File: config.mk
export PLATFORM = sky130hd
export DESIGN_NAME = camera_init_sequencer
export DESIGN_NICKNAME = d
export VERILOG_FILES = /design/src/rtl/camera_init_sequencer.sv
export SDC_FILE = /design/constraint.sdc
export NUM_CORES = 1
export LEC_CHECK = 0
export ABC_AREA = 1
export CORE_MARGIN = 4
export CORE_UTILIZATION = 45
export CTS_BUF_LIST = sky130_fd_sc_hd__clkbuf_2 sky130_fd_sc_hd__clkbuf_4 sky130_fd_sc_hd__clkbuf_8
export CTS_CLUSTER_DIAMETER = 50
export CTS_CLUSTER_SIZE = 14
export DETAILED_ROUTE_END_ITERATION = 7
export PLACE_DENSITY_LB_ADDON = 0.12
export REMOVE_ABC_BUFFERS = 1
export SYNTH_ARGS = -nofsm -noshare
export SYNTH_HDL_FRONTEND = slang
export SYNTH_SLANG_ARGS = --single-unit
File: constraint.sdc
create_clock -name clk -period 2.83 [get_ports clk]
set_input_delay 0.4245 -clock clk [delete_from_list [all_inputs] [get_ports clk]]
set_output_delay 0.4245 -clock clk [all_outputs]
set_load 0.02 [all_outputs]
File: src/rtl/camera_init_sequencer.sv
// -----------------------------------------------------------------------------
// camera_init_sequencer
//
// Powers up an image sensor and walks a register table, issuing each entry as
// a write command to an SCCB master. The sequence runs after a start pulse.
// It holds the sensor in reset, waits for power-up, then fetches entries from
// a synchronous ROM. Table entries are decoded as follows:
//   16'hFFFF  end of table
//   16'hFEnn  wait nn*DELAY_UNIT cycles (nn = 0: no wait)
//   other     write val[7:0] to reg[15:8]
// A NACKed write is retried up to MAX_RETRY extra times before the block
// reports an error.
//
// Optional feature (macro CAM_INIT_READBACK_EN):
//   Each ACKed write is followed by a read of the same register. A NACK or a
//   value mismatch consumes one retry and re-issues the write.
//
// Ports:
//   clk, reset            clock, asynchronous active-low reset
//   start                 1-cycle pulse, (re)starts the sequence when not busy
//   busy                  high outside IDLE / DONE / ERROR
//   init_done, init_error final status
//   err_index             table index of the failing entry (valid with init_error)
//   cam_reset             sensor reset pin (0 = sensor held in reset)
//   tbl_addr, tbl_data    table ROM read port (1-cycle latency)
//   sccb_valid/ready      command handshake to the SCCB master
//   sccb_rw/dev/reg/wdata command fields
//   sccb_done/nack/rdata  command completion from the SCCB master
// -----------------------------------------------------------------------------
module camera_init_sequencer #(
    parameter int unsigned TBL_AW       = 8,
    parameter logic [7:0]  DEV_ADDR     = 8'h42,
    parameter int unsigned RST_CYCLES   = 1000,
    parameter int unsigned PWRUP_CYCLES = 100000,
    parameter int unsigned DELAY_UNIT   = 50000,
    parameter int unsigned MAX_RETRY    = 3
) (
    input  logic              clk,
    input  logic              reset,
    input  logic              start,
    output logic              busy,
    output logic              init_done,
    output logic              init_error,
    output logic [TBL_AW-1:0] err_index,
    output logic              cam_reset,
    output logic [TBL_AW-1:0] tbl_addr,
    input  logic [15:0]       tbl_data,
    output logic              sccb_valid,
    input  logic              sccb_ready,
    output logic              sccb_rw,
    output logic [7:0]        sccb_dev,
    output logic [7:0]        sccb_reg,
    output logic [7:0]        sccb_wdata,
    input  logic              sccb_done,
    input  logic              sccb_nack,
    input  logic [7:0]        sccb_rdata
);

    localparam int unsigned PWR_MAX = (RST_CYCLES > PWRUP_CYCLES) ? RST_CYCLES : PWRUP_CYCLES;
    localparam int unsigned PWR_W   = $clog2(PWR_MAX + 1);
    localparam int unsigned DLY_W   = $clog2(255 * DELAY_UNIT + 1);
    localparam int unsigned RTY_W   = (MAX_RETRY > 0) ? $clog2(MAX_RETRY + 1) : 1;

    typedef enum logic [3:0] {
        S_IDLE,
        S_RST_ASSERT,
        S_RST_WAIT,
        S_FETCH,
        S_DECODE,
        S_ISSUE,
        S_WAIT_RESP,
        S_DELAY,
        S_DONE,
        S_ERROR
`ifdef CAM_INIT_READBACK_EN
        ,
        S_RB_ISSUE,
        S_RB_WAIT
`endif
    } state_e;

    state_e             state_q, state_d;
    logic [PWR_W-1:0]   pwr_cnt_q, pwr_cnt_d;
    logic [DLY_W-1:0]   dly_cnt_q, dly_cnt_d;
    logic [RTY_W-1:0]   retry_q, retry_d;
    logic [TBL_AW-1:0]  addr_q, addr_d;
    logic [TBL_AW-1:0]  err_idx_q, err_idx_d;
    logic [7:0]         reg_q, reg_d;
    logic [7:0]         val_q, val_d;

    // Shared actions requested by several states, resolved once below.
    logic advance;       // move to the next table entry
    logic retry_or_fail; // current write failed: retry it or give up

    always_ff @(posedge clk or negedge reset) begin
        // NOTE: state registers use non-blocking assignments so every flop
        // samples the pre-edge values, independent of statement order.
        if (!reset) begin
            state_q   <= S_IDLE;
            pwr_cnt_q <= '0;
            dly_cnt_q <= '0;
            retry_q   <= '0;
            addr_q    <= '0;
            err_idx_q <= '0;
            reg_q     <= '0;
            val_q     <= '0;
        end else begin
            state_q   <= state_d;
            pwr_cnt_q <= pwr_cnt_d;
            dly_cnt_q <= dly_cnt_d;
            retry_q   <= retry_d;
            addr_q    <= addr_d;
            err_idx_q <= err_idx_d;
            reg_q     <= reg_d;
            val_q     <= val_d;
        end
    end

    always_comb begin
        // NOTE: every signal gets a hold value first so no path through the
        // case statement leaves it unassigned (which would infer a latch).
        state_d       = state_q;
        pwr_cnt_d     = pwr_cnt_q;
        dly_cnt_d     = dly_cnt_q;
        retry_d       = retry_q;
        addr_d        = addr_q;
        err_idx_d     = err_idx_q;
        reg_d         = reg_q;
        val_d         = val_q;
        advance       = 1'b0;
        retry_or_fail = 1'b0;

        case (state_q)
            S_IDLE: begin
                if (start) begin
                    pwr_cnt_d = '0;
                    state_d   = S_RST_ASSERT;
                end
            end
            S_RST_ASSERT: begin
                if (pwr_cnt_q == PWR_W'(RST_CYCLES - 1)) begin
                    pwr_cnt_d = '0;
                    state_d   = S_RST_WAIT;
                end else begin
                    pwr_cnt_d = pwr_cnt_q + 1'b1;
                end
            end
            S_RST_WAIT: begin
                if (pwr_cnt_q == PWR_W'(PWRUP_CYCLES - 1)) begin
                    pwr_cnt_d = '0;
                    addr_d    = '0;
                    state_d   = S_FETCH;
                end else begin
                    pwr_cnt_d = pwr_cnt_q + 1'b1;
                end
            end
            S_FETCH: state_d = S_DECODE;  // ROM data is valid one cycle later
            S_DECODE: begin
                if (tbl_data == 16'hFFFF) begin
                    state_d = S_DONE;
                end else if (tbl_data[15:8] == 8'hFE) begin
                    // A zero delay skips the DELAY state entirely.
                    if (tbl_data[7:0] == 8'd0) begin
                        advance = 1'b1;
                    end else begin
                        dly_cnt_d = DLY_W'(tbl_data[7:0]) * DLY_W'(DELAY_UNIT);
                        state_d   = S_DELAY;
                    end
                end else begin
                    reg_d   = tbl_data[15:8];
                    val_d   = tbl_data[7:0];
                    retry_d = '0;
                    state_d = S_ISSUE;
                end
            end
            S_ISSUE: begin
                if (sccb_ready) state_d = S_WAIT_RESP;
            end
            S_WAIT_RESP: begin
                if (sccb_done) begin
                    if (!sccb_nack) begin
`ifdef CAM_INIT_READBACK_EN
                        state_d = S_RB_ISSUE;
`else
                        advance = 1'b1;
`endif
                    end else begin
                        retry_or_fail = 1'b1;
                    end
                end
            end
            S_DELAY: begin
                // Loaded with N, leaves after exactly N cycles in this state.
                if (dly_cnt_q == DLY_W'(1)) begin
                    dly_cnt_d = '0;
                    advance   = 1'b1;
                end else begin
                    dly_cnt_d = dly_cnt_q - 1'b1;
                end
            end
            S_DONE, S_ERROR: begin
                if (start) begin
                    pwr_cnt_d = '0;
                    err_idx_d = '0;
                    state_d   = S_RST_ASSERT;
                end
            end
`ifdef CAM_INIT_READBACK_EN
            S_RB_ISSUE: begin
                if (sccb_ready) state_d = S_RB_WAIT;
            end
            S_RB_WAIT: begin
                if (sccb_done) begin
                    if (!sccb_nack && sccb_rdata == val_q) advance = 1'b1;
                    else retry_or_fail = 1'b1;
                end
            end
`endif
            default: state_d = S_IDLE;
        endcase

        if (retry_or_fail) begin
            if (retry_q < RTY_W'(MAX_RETRY)) begin
                retry_d = retry_q + 1'b1;
                state_d = S_ISSUE;
            end else begin
                err_idx_d = addr_q;
                state_d   = S_ERROR;
            end
        end

        // Running off the end of the table without an end entry is an error.
        if (advance) begin
            if (addr_q == '1) begin
                err_idx_d = '1;
                state_d   = S_ERROR;
            end else begin
                addr_d  = addr_q + 1'b1;
                state_d = S_FETCH;
            end
        end
    end

    assign busy       = !(state_q inside {S_IDLE, S_DONE, S_ERROR});
    assign init_done  = (state_q == S_DONE);
    assign init_error = (state_q == S_ERROR);
    assign err_index  = err_idx_q;
    assign cam_reset  = (state_q != S_RST_ASSERT);
    assign tbl_addr   = addr_q;
    assign sccb_dev   = DEV_ADDR;
    assign sccb_reg   = reg_q;

`ifdef CAM_INIT_READBACK_EN
    logic rb_phase;
    assign rb_phase   = (state_q == S_RB_ISSUE) || (state_q == S_RB_WAIT);
    assign sccb_valid = (state_q == S_ISSUE) || (state_q == S_RB_ISSUE);
    assign sccb_rw    = rb_phase;
    assign sccb_wdata = rb_phase ? 8'h00 : val_q;
`else
    // Read data is only consumed by the readback option.
    logic unused_rdata;
    assign unused_rdata = ^sccb_rdata;
    assign sccb_valid   = (state_q == S_ISSUE);
    assign sccb_rw      = 1'b0;
    assign sccb_wdata   = val_q;
`endif

endmodule

==> results of run 1 <==
worst paths after layout:
| path | startpoint | end | slack (ns) | depth (start not counted) |
|---|---|---|---|---|
| min in group clk | sccb_wdata[0]$_DFFE_PN0P_ | sccb_wdata[0]$_DFFE_PN0P_ | 0.49 | 2 |
| min | reset | sccb_reg[5]$_DFFE_PN0P_ | 0.06 | 1 |
| max reg2reg | state_q[2]$_DFFE_PN0P_ | tbl_addr[3]$_DFF_PN0_ | 0.73 | 8 |
| max in group asynchronous | reset | pwr_cnt_q[3]$_DFFE_PN0P_ | 2.16 | 2 |
| max | tbl_data[2] | dly_cnt_q[13]$_DFFE_PN0P_ | -0.26 | 16 |
| min reg2reg | sccb_wdata[0]$_DFFE_PN0P_ | sccb_wdata[0]$_DFFE_PN0P_ | 0.49 | 2 |
metrics by stage:
stage	instances	setup WS (ns)
after floorplan	931	-0.612
after global placement	1238	-1.18
after detailed placement	1238	-1.21
after CTS	1259	-0.148
after global routing	1260	-0.354
final	1260	-0.259
cells by family after synthesis:
family / count (synthesis) / share of synthesized area, %
AND/OR/NAND/NOR: 524 / 34.7
buffers and inverters: 149 / 9.65
multiplexers: 7 / 1.17
adder cells (fa/ha/maj): 74 / 15.0
other: 2 / 0.111
AO/OA/AOI/OAI: 91 / 7.50
flip-flops: 79 / 29.3
XOR/XNOR: 20 / 2.59
cell type report:
cell class / instances / area, um^2 / area share, %
well taps: 184 / 230 / 2.67
clock inverters: 5 / 33.8 / 0.392
repair buffers: 130 / 1170 / 13.6
flip-flops and latches: 79 / 1980 / 22.9
clock buffers: 10 / 138 / 1.60
multi-input cells: 725 / 4590 / 53.2
inverters: 127 / 484 / 5.62
power groups by stage:
stage	clock network (mW)	registers, mW	logic [mW]
6_report	0.787	1.83	4.02
4_1_cts	0.811	1.82	3.86
3_3_place_gp	0	1.84	3.49
5_1_grt	0.857	1.88	4.47
2_1_floorplan	0	1.92	2.15
3_5_place_dp	0	1.84	3.53
cell usage in the layout (no fill, tap or decap), types with 5 or more instances in the layout:
master	n
sky130_fd_sc_hd__fa_1	11
sky130_fd_sc_hd__inv_1	109
sky130_fd_sc_hd__o21ai_0	27
sky130_fd_sc_hd__o21ai_1	17
sky130_fd_sc_hd__nand2_1	233
sky130_fd_sc_hd__a21oi_1	19
sky130_fd_sc_hd__buf_6	8
sky130_fd_sc_hd__nand2_4	5
sky130_fd_sc_hd__nand3_1	96
sky130_fd_sc_hd__a21oi_2	7
sky130_fd_sc_hd__ha_4	22
sky130_fd_sc_hd__clkdlybuf4s50_1	49
sky130_fd_sc_hd__xnor2_1	5
sky130_fd_sc_hd__inv_2	15
sky130_fd_sc_hd__ha_1	40
sky130_fd_sc_hd__nor2_2	6
sky130_fd_sc_hd__nand3_2	8
sky130_fd_sc_hd__nor3_1	14
sky130_fd_sc_hd__nand2_2	21
sky130_fd_sc_hd__nor2_1	90
sky130_fd_sc_hd__clkbuf_8	10
sky130_fd_sc_hd__mux2_2	7
sky130_fd_sc_hd__o211ai_1	5
sky130_fd_sc_hd__conb_1	9
sky130_fd_sc_hd__nand3b_1	7
sky130_fd_sc_hd__nand4_1	28
sky130_fd_sc_hd__dfrtp_1	79
sky130_fd_sc_hd__xor2_1	15
sky130_fd_sc_hd__buf_4	63
worst reg2reg max path, stage by stage, from the launching register on:
cell and delay (ns):
sky130_fd_sc_hd__dfrtp_1 0.49, sky130_fd_sc_hd__nand2_2 0.17, sky130_fd_sc_hd__nor3_4 0.17, sky130_fd_sc_hd__buf_4 0.25, sky130_fd_sc_hd__nand4_1 0.22, sky130_fd_sc_hd__nand3_2 0.25, sky130_fd_sc_hd__nand2_2 0.22, sky130_fd_sc_hd__nand3_1 0.12
sky130_fd_sc_hd__o21ai_0 0.10
routing by layer:
| metal | global-route usage (%) | wire (um) | vias up |
|---|---|---|---|
| li1 | - | - | 3326 |
| met1 | 33.1 | 9220 | 3070 |
| met2 | 34.6 | 8430 | 166 |
| met3 | 3.66 | 968 | 21 |
| met4 | 5.14 | 253 | 0 |
| met5 | 0 | 0 | - |
what timing repair did:
| item | in CTS | in global routing |
|---|---|---|
| gates resized for setup | 98 | 25 |
| setup endpoints to repair | 14 | 13 |
| pin swaps | 53 | 17 |
| buffers inserted | 6 | 1 |
==> impl_metrics.toml, run 1 <==
[synthesis]
synth_largest_type_area_fraction_pct = 29.3
cell_with_the_most_instances_after_synthesis = "sky130_fd_sc_hd__nand2_1"
synth.cells.most_frequent = "247 x sky130_fd_sc_hd__nand2_1, 118 x sky130_fd_sc_hd__inv_1, 103 x sky130_fd_sc_hd__nand3_1, 92 x sky130_fd_sc_hd__nor2_1, 79 x sky130_fd_sc_hd__dfrtp_1"
synth_top_cells_by_area = "sky130_fd_sc_hd__dfrtp_1 29%, sky130_fd_sc_hd__nand2_1 14%, sky130_fd_sc_hd__ha_1 11%, sky130_fd_sc_hd__nand3_1 7.6%, sky130_fd_sc_hd__inv_1 6.6%"
synth.avg_cell_area_um2 = 7.14
synth_warnings = 0
synth.yosys.seq_area_share_pct = 29.3
ys_ff_latch = 79
ys_async_sr_fraction_pct = 100
postSynthCellCount = 946
synth_cell_area_um2 = 6760
post_synth_edffs = 0
ys.flop_type = "sky130_fd_sc_hd__dfrtp_1"
netlist.top_cell.by_area = "sky130_fd_sc_hd__dfrtp_1"
synth_cell_type_count = 41

[clock_network]
post_cts_hold_buffer_count = 0
path_clk_slew_ns = 0.08
cts_inserted_buffers = 9
clockBufferDepth = 2
clk_latency_ns = 0.37
cts-htree-levels = 3
numClockSinks = 79
cts_tree = "yes"
clock_tree.root_cell = "sky130_fd_sc_hd__clkbuf_8"

[setup_path]
critPathMostFrequentCell = "sky130_fd_sc_hd__ha_4"
critical_path_endpoint_category = "flop"
critPathArrivalTime_ns = 3.36
timing.critical_path.slowest_cell_delay_ns = 0.57
critical_path.slowest_cell = "sky130_fd_sc_hd__fa_2"
critPathBufInv = 3
path_delay_family = "adder cells"
crit_fanout = 4
cells_along_the_critical_path = "buf_8 -> ha_4 -> ha_4 -> inv_2 -> fa_1 -> inv_2 -> fa_2 -> ha_4 -> or2_4 -> nand3b_1 -> nand2_2 -> or2_4 -> nand3_2 -> o21ai_2 -> nand2_1 -> nand2_1"
required_ns = 3.10
startpoint_type = "primary input"
criticalPathCategory = "in -> reg"

[timing]
final_setup_skew_ns = 0.00686
setup_viol = 14
slew_violations = 0
setup-tns-final_ns = -2.18
timing_hold_violations_final = 0
worst_pin_slew_ns = 0.622
worst_slew_margin_rel_pct = 58.4
rsz0062_at_grt = "true"
fin_hold_ws_ns = 0.0562
final.min_clock_period_ns = 3.09
post-route-period-util_pct = 109
fmaxAchievable_ghz = 0.324
final.setup.worst_slack_ns = -0.259

[die]
core_region_area_um2 = 14600
floorplan.die_area_um2 = 17000
ioPinCount = 76
chipWidth_um = 131
fp-row-count = 44
fp.dieH_um = 131
initial_core_util_pct = 46.1

[final_layout]
largest_registers = "dly_cnt_q: 24 flops, pwr_cnt_q: 17 flops"
fillerInstances = 1375
largest_register_ff_count = 24
layout.nets = 1176
final_layout_size_suffix_gt1_share_pct = 19.1
top_register = "dly_cnt_q"
antenna-diode-count = 0
flow.area_growth_from_synthesis_pct = 27.6
postLayoutCellArea_um2 = 8620
utilization_pct = 58.9

[global_routing]
grt_pass1_vias = 5966
grt_pass1_wl_um = 30300
grt_overflow = 0
grt_max_degree = 46
all_layer_global_routing_usage_pct = 22.4
initial_antenna_violation_count = 0

[power]
clkPwrFrac_pct = 11.8
leakage_power_figure_nw = 4.21
comb_power_share_pct = 60.6
internal-power_mw = 3.51
power.sequential.fraction_pct = 27.6
power_per_cell_area_nw_per_um2 = 771
power_switching_mw = 3.13
ir_worst_vdd_uv = 300
p_sw_share_pct = 47.1
fin_total_pwr_mw = 6.64

[placement]
post_dp_cell_area_um2 = 7940
place.gp.congestion = 0.896
post-dp-hpwl_um = 14200
port_buffers = 58

[status]
run_status = "finished, violations left"
failed_checks = "negative setup slack"

[routing]
wire_per_inst_um = 15.0
drtIter0Drc = 456
final_antenna_net_count = 0
vias_per_cell = 5.22
firstDrtPassIters = 5
detail_route.drc_violations = 0
finalWirelength_um = 18900
detailroute.via_count = 6583

[worst_hold_path]
worst_hold_path_type = "in -> async"

[flow_run]
cap_viol_max_count = 0
No activity file was read; power rests on OpenSTA's default activity.
==> inputs of run 2 (changes only) <==
--- a/config.mk
+++ b/config.mk
@@ -12,6 +12,7 @@
 export CTS_CLUSTER_DIAMETER = 50
 export CTS_CLUSTER_SIZE = 14
 export DETAILED_ROUTE_END_ITERATION = 7
+export HOLD_SLACK_MARGIN = 0.02
 export PLACE_DENSITY_LB_ADDON = 0.12
 export REMOVE_ABC_BUFFERS = 1
 export SYNTH_ARGS = -nofsm -noshare
==> results of run 2 <==
The final DEF is identical to that of run 1; final timing and power are the same.
==> edit 1 (settings of run 1) <==
Build with the macro `CAM_INIT_READBACK_EN` defined.
--- a/src/rtl/camera_init_sequencer.sv
+++ b/src/rtl/camera_init_sequencer.sv
@@ -27,6 +27,8 @@
 //   sccb_rw/dev/reg/wdata command fields
 //   sccb_done/nack/rdata  command completion from the SCCB master
 // -----------------------------------------------------------------------------
+`define CAM_INIT_READBACK_EN
+
 module camera_init_sequencer #(
     parameter int unsigned TBL_AW       = 8,
     parameter logic [7:0]  DEV_ADDR     = 8'h42,
Formal check against the unedited RTL: same outputs for any inputs over 10 cycles, from zero or initial values and one cycle with reset low; that may be too few to reach the edited logic, so the function may still have changed.
==> edit 1 against run 1 <==
  * The flow still finishes with violations (negative setup slack)
  * Die area is 2.7% higher
  * Clock skew rose by 11 ps
  * Cell area grew 6.3%
  * Clock power grew 15%
  * Power increased by 11%
  * Non-clock buffer count grew 25
  * Routed wire length rose by 3.6%
  * Via count grew 6.0%
  * Sequential cell count unchanged
  * Global-route usage up 0.16 points
  * Worst setup slack better by 130 ps
  * Sequential share of layout area shrank 1.4 points
  * Fmax up 4.4%
  * Area after synthesis grew 2.9%
  * Critical path type unchanged
  * Largest cell class unchanged
  * Highest routed layer unchanged
==> edit 1: results (changes against run 1) <==
mux cell area share after synthesis 0.01134 (-0.0003254); post-route setup slack -130.0 ps (+129.5 ps); CP Data Arrival Time 3270 ps (-90 ps); met3 WL 802 µm (-17%); Place WS -1190 ps (+15.48 ps); fillers 1358 (-1.2%); WL final 19550 µm (+3.6%); first-pass GRT wire length 32600 µm (+7.6%); Reg2Reg Depth 10 (+2); grt met3 use 0.03321 (-0.003379); Port Buffers 67 (+16%); DR vias 6981 (+6.0%); post-synthesis sequential area ratio 0.2844 (-0.008161); IR drop worst, VDD 569.5 µV (+90%); final setup violation count 11 (-3); Seq/total area 0.2157 (-0.01361); worst skew pair latency 390 ps (+20 ps); FF-to-FF setup slack 490 ps (-240 ps); R2R Path Start state_q[3]; multi-input combinational cell area 4821 µm² (+5.0%); detailed placer's ending HPWL 14640 µm (+3.1%); failing checks negative setup slack; number of distinct library cells after synthesis 45 (+9.8%); grt met1 use 0.2948 (-0.03670); xor and xnor area share after synthesis 0.02898 (+0.003057); Logic inverters 143 (+13%); Synth top cells by count 254 x nand2_1, 136 x inv_1, 99 x nor2_1; Post-layout nets 1245 (+5.9%); GRT Total Usage 0.2259 (+0.001571); worst-margin pin slew 1059 ps (+437.0 ps); Multi-Input Combinational 754 (+4.0%); Synth Area in Compound Gates 0.09773 (+0.02275); clk tree area frac 0.02252 (+0.002642); GPL Wtd Cong 0.9163 (+2.3%); Clock Skew 17.37 ps (+10.51 ps); dpl cell area 8285 µm² (+4.4%); worst hold slack 184.6 ps (+128.4 ps); Static Leak 4.448 nW (+5.7%); Data buffer area share 0.1506 (+0.01488); syn avg cell area 7.022 µm² (-1.7%); # Taps 188 (+2.2%); share of layout cells above drive strength 1 0.2075 (+0.01605); wl on met1 8706 µm (-5.6%); TNS Setup -839.5 ps (+1337 ps); largest net degree at the start of global routing 80 (+74%); metal2 WL 9692 µm (+15%); Initial DRC Count 465 (+2.0%); status complete, but fails checks; Synth area leaders dfrtp_1 28%, nand2_1 14%, ha_1 11%
[edit 1: cell types whose count changed in the layout (fill, tap and decap cells not counted), sizes merged, moves of 7 or more]
cell	delta
nand3	-12
nor2	+11
a21oi	+7
o21ai	+8
inv	+16
buf	+17
clkdlybuf4s50	+9
[edit 1: worst max-delay path, stage by stage]
cell and delay, ps:
buf_12 110, ha_4 260, inv_2 30, fa_1 490, inv_2 40, fa_2 570
ha_4 220, ha_4 260, a21oi_4 140, nor2_1 70, nor2_1 120, nand2_2 100
nand2_2 80, nand2_2 50, nand2_1 60, nand3_1 70, nand2_1 70, nand2_1 50
nand2_1 50
[edit 1: what timing repair did]
| action | in CTS | in global routing |
|---|---|---|
| pin swaps | 60 | 32 |
| setup buffers | 10 | 4 |
| resized for setup | 118 | 46 |
| endpoints found under the setup margin | 15 | 13 |
| hold buffers | 0 | 0 |
[edit 1: how the worst max path moves through the flow]
stage / slack (ps) / start / end
2_1_floorplan: -510 / tbl_data[2] / dly_cnt_q[16]
3_3_place_gp: -1110 / tbl_data[4] / dly_cnt_q[21]
3_5_place_dp: -1190 / tbl_data[4] / dly_cnt_q[21]
4_1_cts: -50 / tbl_data[4] / dly_cnt_q[19]
5_1_grt: -230 / tbl_data[4] / dly_cnt_q[19]
6_report: -130 / tbl_data[4] / dly_cnt_q[19]
[edit 1: cell families after synthesis]
group,Yosys count
simple gates,522
buf+inv,163
compound gates,121
flops,79
fa+ha+maj,73
xor+xnor,23
mux,7
other cells,2
[edit 1: power breakdown]
group / internal (mW) / switching (mW)
sequential: 1.50 / 0.385
clock: 0.438 / 0.466
combinational: 1.89 / 2.67
total: 3.83 / 3.52
==> edit 2 (flow settings as in run 1) <==
Without the edit above. Put a register stage on the output `init_error`, cleared by the reset. The value now appears one clock later. The other outputs are not delayed to match.
--- a/src/rtl/camera_init_sequencer.sv
+++ b/src/rtl/camera_init_sequencer.sv
@@ -243,7 +243,13 @@
 
     assign busy       = !(state_q inside {S_IDLE, S_DONE, S_ERROR});
     assign init_done  = (state_q == S_DONE);
-    assign init_error = (state_q == S_ERROR);
+    always_ff @(posedge clk or negedge reset) begin
+        if (!reset) begin
+            init_error <= '0;
+        end else begin
+            init_error <= (state_q == S_ERROR);
+        end
+    end
     assign err_index  = err_idx_q;
     assign cam_reset  = (state_q != S_RST_ASSERT);
     assign tbl_addr   = addr_q;
Formal check against the unedited RTL: same outputs for any inputs over 10 cycles, from zero or initial values and one cycle with reset low; that may be too few to reach the edited logic, so the function may still have changed.
==> edit 2 against run 1 <==
  * The run still ends with negative setup slack left
  * Cell area up 1.5%
  * Combinational power rose by 2%
  * Worst setup slack improved by 68 ps
  * Routed wire length up 0.78%
  * Utilization shrank 1.1 points
  * First-iteration DRC count fell by 27%
  * Clock power is 7.5% higher
  * Area after synthesis up 2.3%
  * Power up 2.7%
  * Sequential cell count rose by 1
  * Critical path type unchanged
==> edit 2: results (changes against run 1) <==
status complete, but fails checks; failing checks negative setup slack; mux cell area share after synthesis 0.01140 (-0.0002639); largest net degree at the start of global routing 51 (+11%); number of distinct library cells after synthesis 42 (+2.4%); post-route setup slack -191.5 ps (+68.02 ps); GR met2 Demand/Resource 0.3321 (-0.01344); xor and xnor area share after synthesis 0.02913 (+0.003214); Worst-path clk slew 100 ps (+20 ps); Clock Skew 19.33 ps (+12.46 ps); CP Data Arrival Time 3310 ps (-50 ps); Post-layout nets 1203 (+2.3%); Port Buffers 58 (unchanged); Primary FF master, synth dfrtp_1; IR drop worst, VDD 399.5 µV (+33%); TNS Setup -1686 ps (+490.5 ps); Synth Area in Adders 0.1469 (-0.003401); Syn Inst Count 978 (+3.4%); vias in the first global route 6231 (+4.4%); met3 WL 672 µm (-31%); routed length per instance 14.72 µm (-1.7%); GRT Total Usage 0.2220 (-0.002359); metal2 WL 8338 µm (-1.1%); Synth Area in Compound Gates 0.07999 (+0.004999); Synth area leaders dfrtp_1 29%, nand2_1 14%, ha_1 11%; GPL Wtd Cong 0.8839 (-1.4%); wl on met1 9736 µm (+5.6%); worst-margin pin slew 686.6 ps (+64.42 ps); first-pass GRT wire length 31800 µm (+5.0%); WL final 19020 µm (+0.78%); Resized Gates After CTS 102 (+4.1%); First-pass DRT Iterations 7 (+2); Static Leak 4.308 nW (+2.4%); Reg2Reg Depth 10 (+2); post-synthesis sequential area ratio 0.2895 (-0.002998); DR vias 6639 (+0.85%); Synth top cells by count 266 x nand2_1, 130 x inv_1, 115 x nand3_1; grt met1 use 0.3356 (+0.004113); Place WS -1147 ps (+58.65 ps); share of layout cells above drive strength 1 0.1839 (-0.007573); CP max-delay cell fa_1; setup bufs post-CTS 3 (-3); Initial DRC Count 334 (-27%); grt met3 use 0.03168 (-0.004906); detailed placer's ending HPWL 14980 µm (+5.5%); final setup violation count 13 (-1)
## edit 2: layout make-up
type	count	area, µm²
Clock buffer	10	137.6
Clock inverter	6	51.30
Fill cell	1413	6394
Inverter	137	519.2
Multi-Input combinational cell	745	4682
Sequential cell	80	2002
Tap cell	188	235.2
Timing Repair Buffer	126	1125
## edit 2: worst paths after layout
| kind | startpoint | endpoint | slack (ps) |
|---|---|---|---|
| min in group clk | tbl_data[3] | sccb_wdata[3] | 410 |
| max in group asynchronous | reset | dly_cnt_q[18] | 2100 |
| min reg2reg | dly_cnt_q[2] | dly_cnt_q[2] | 490 |
| max reg2reg | pwr_cnt_q[0] | state_q[0] | 630 |
| min | reset | sccb_reg[5] | 80 |
| max | tbl_data[4] | dly_cnt_q[23] | -190 |
## edit 2: power breakdown
group	switching [mW]	internal (mW)	leakage, nW
clock	0.492	0.353	0.0870
sequential	0.347	1.51	1.03
combinational	2.45	1.67	3.19
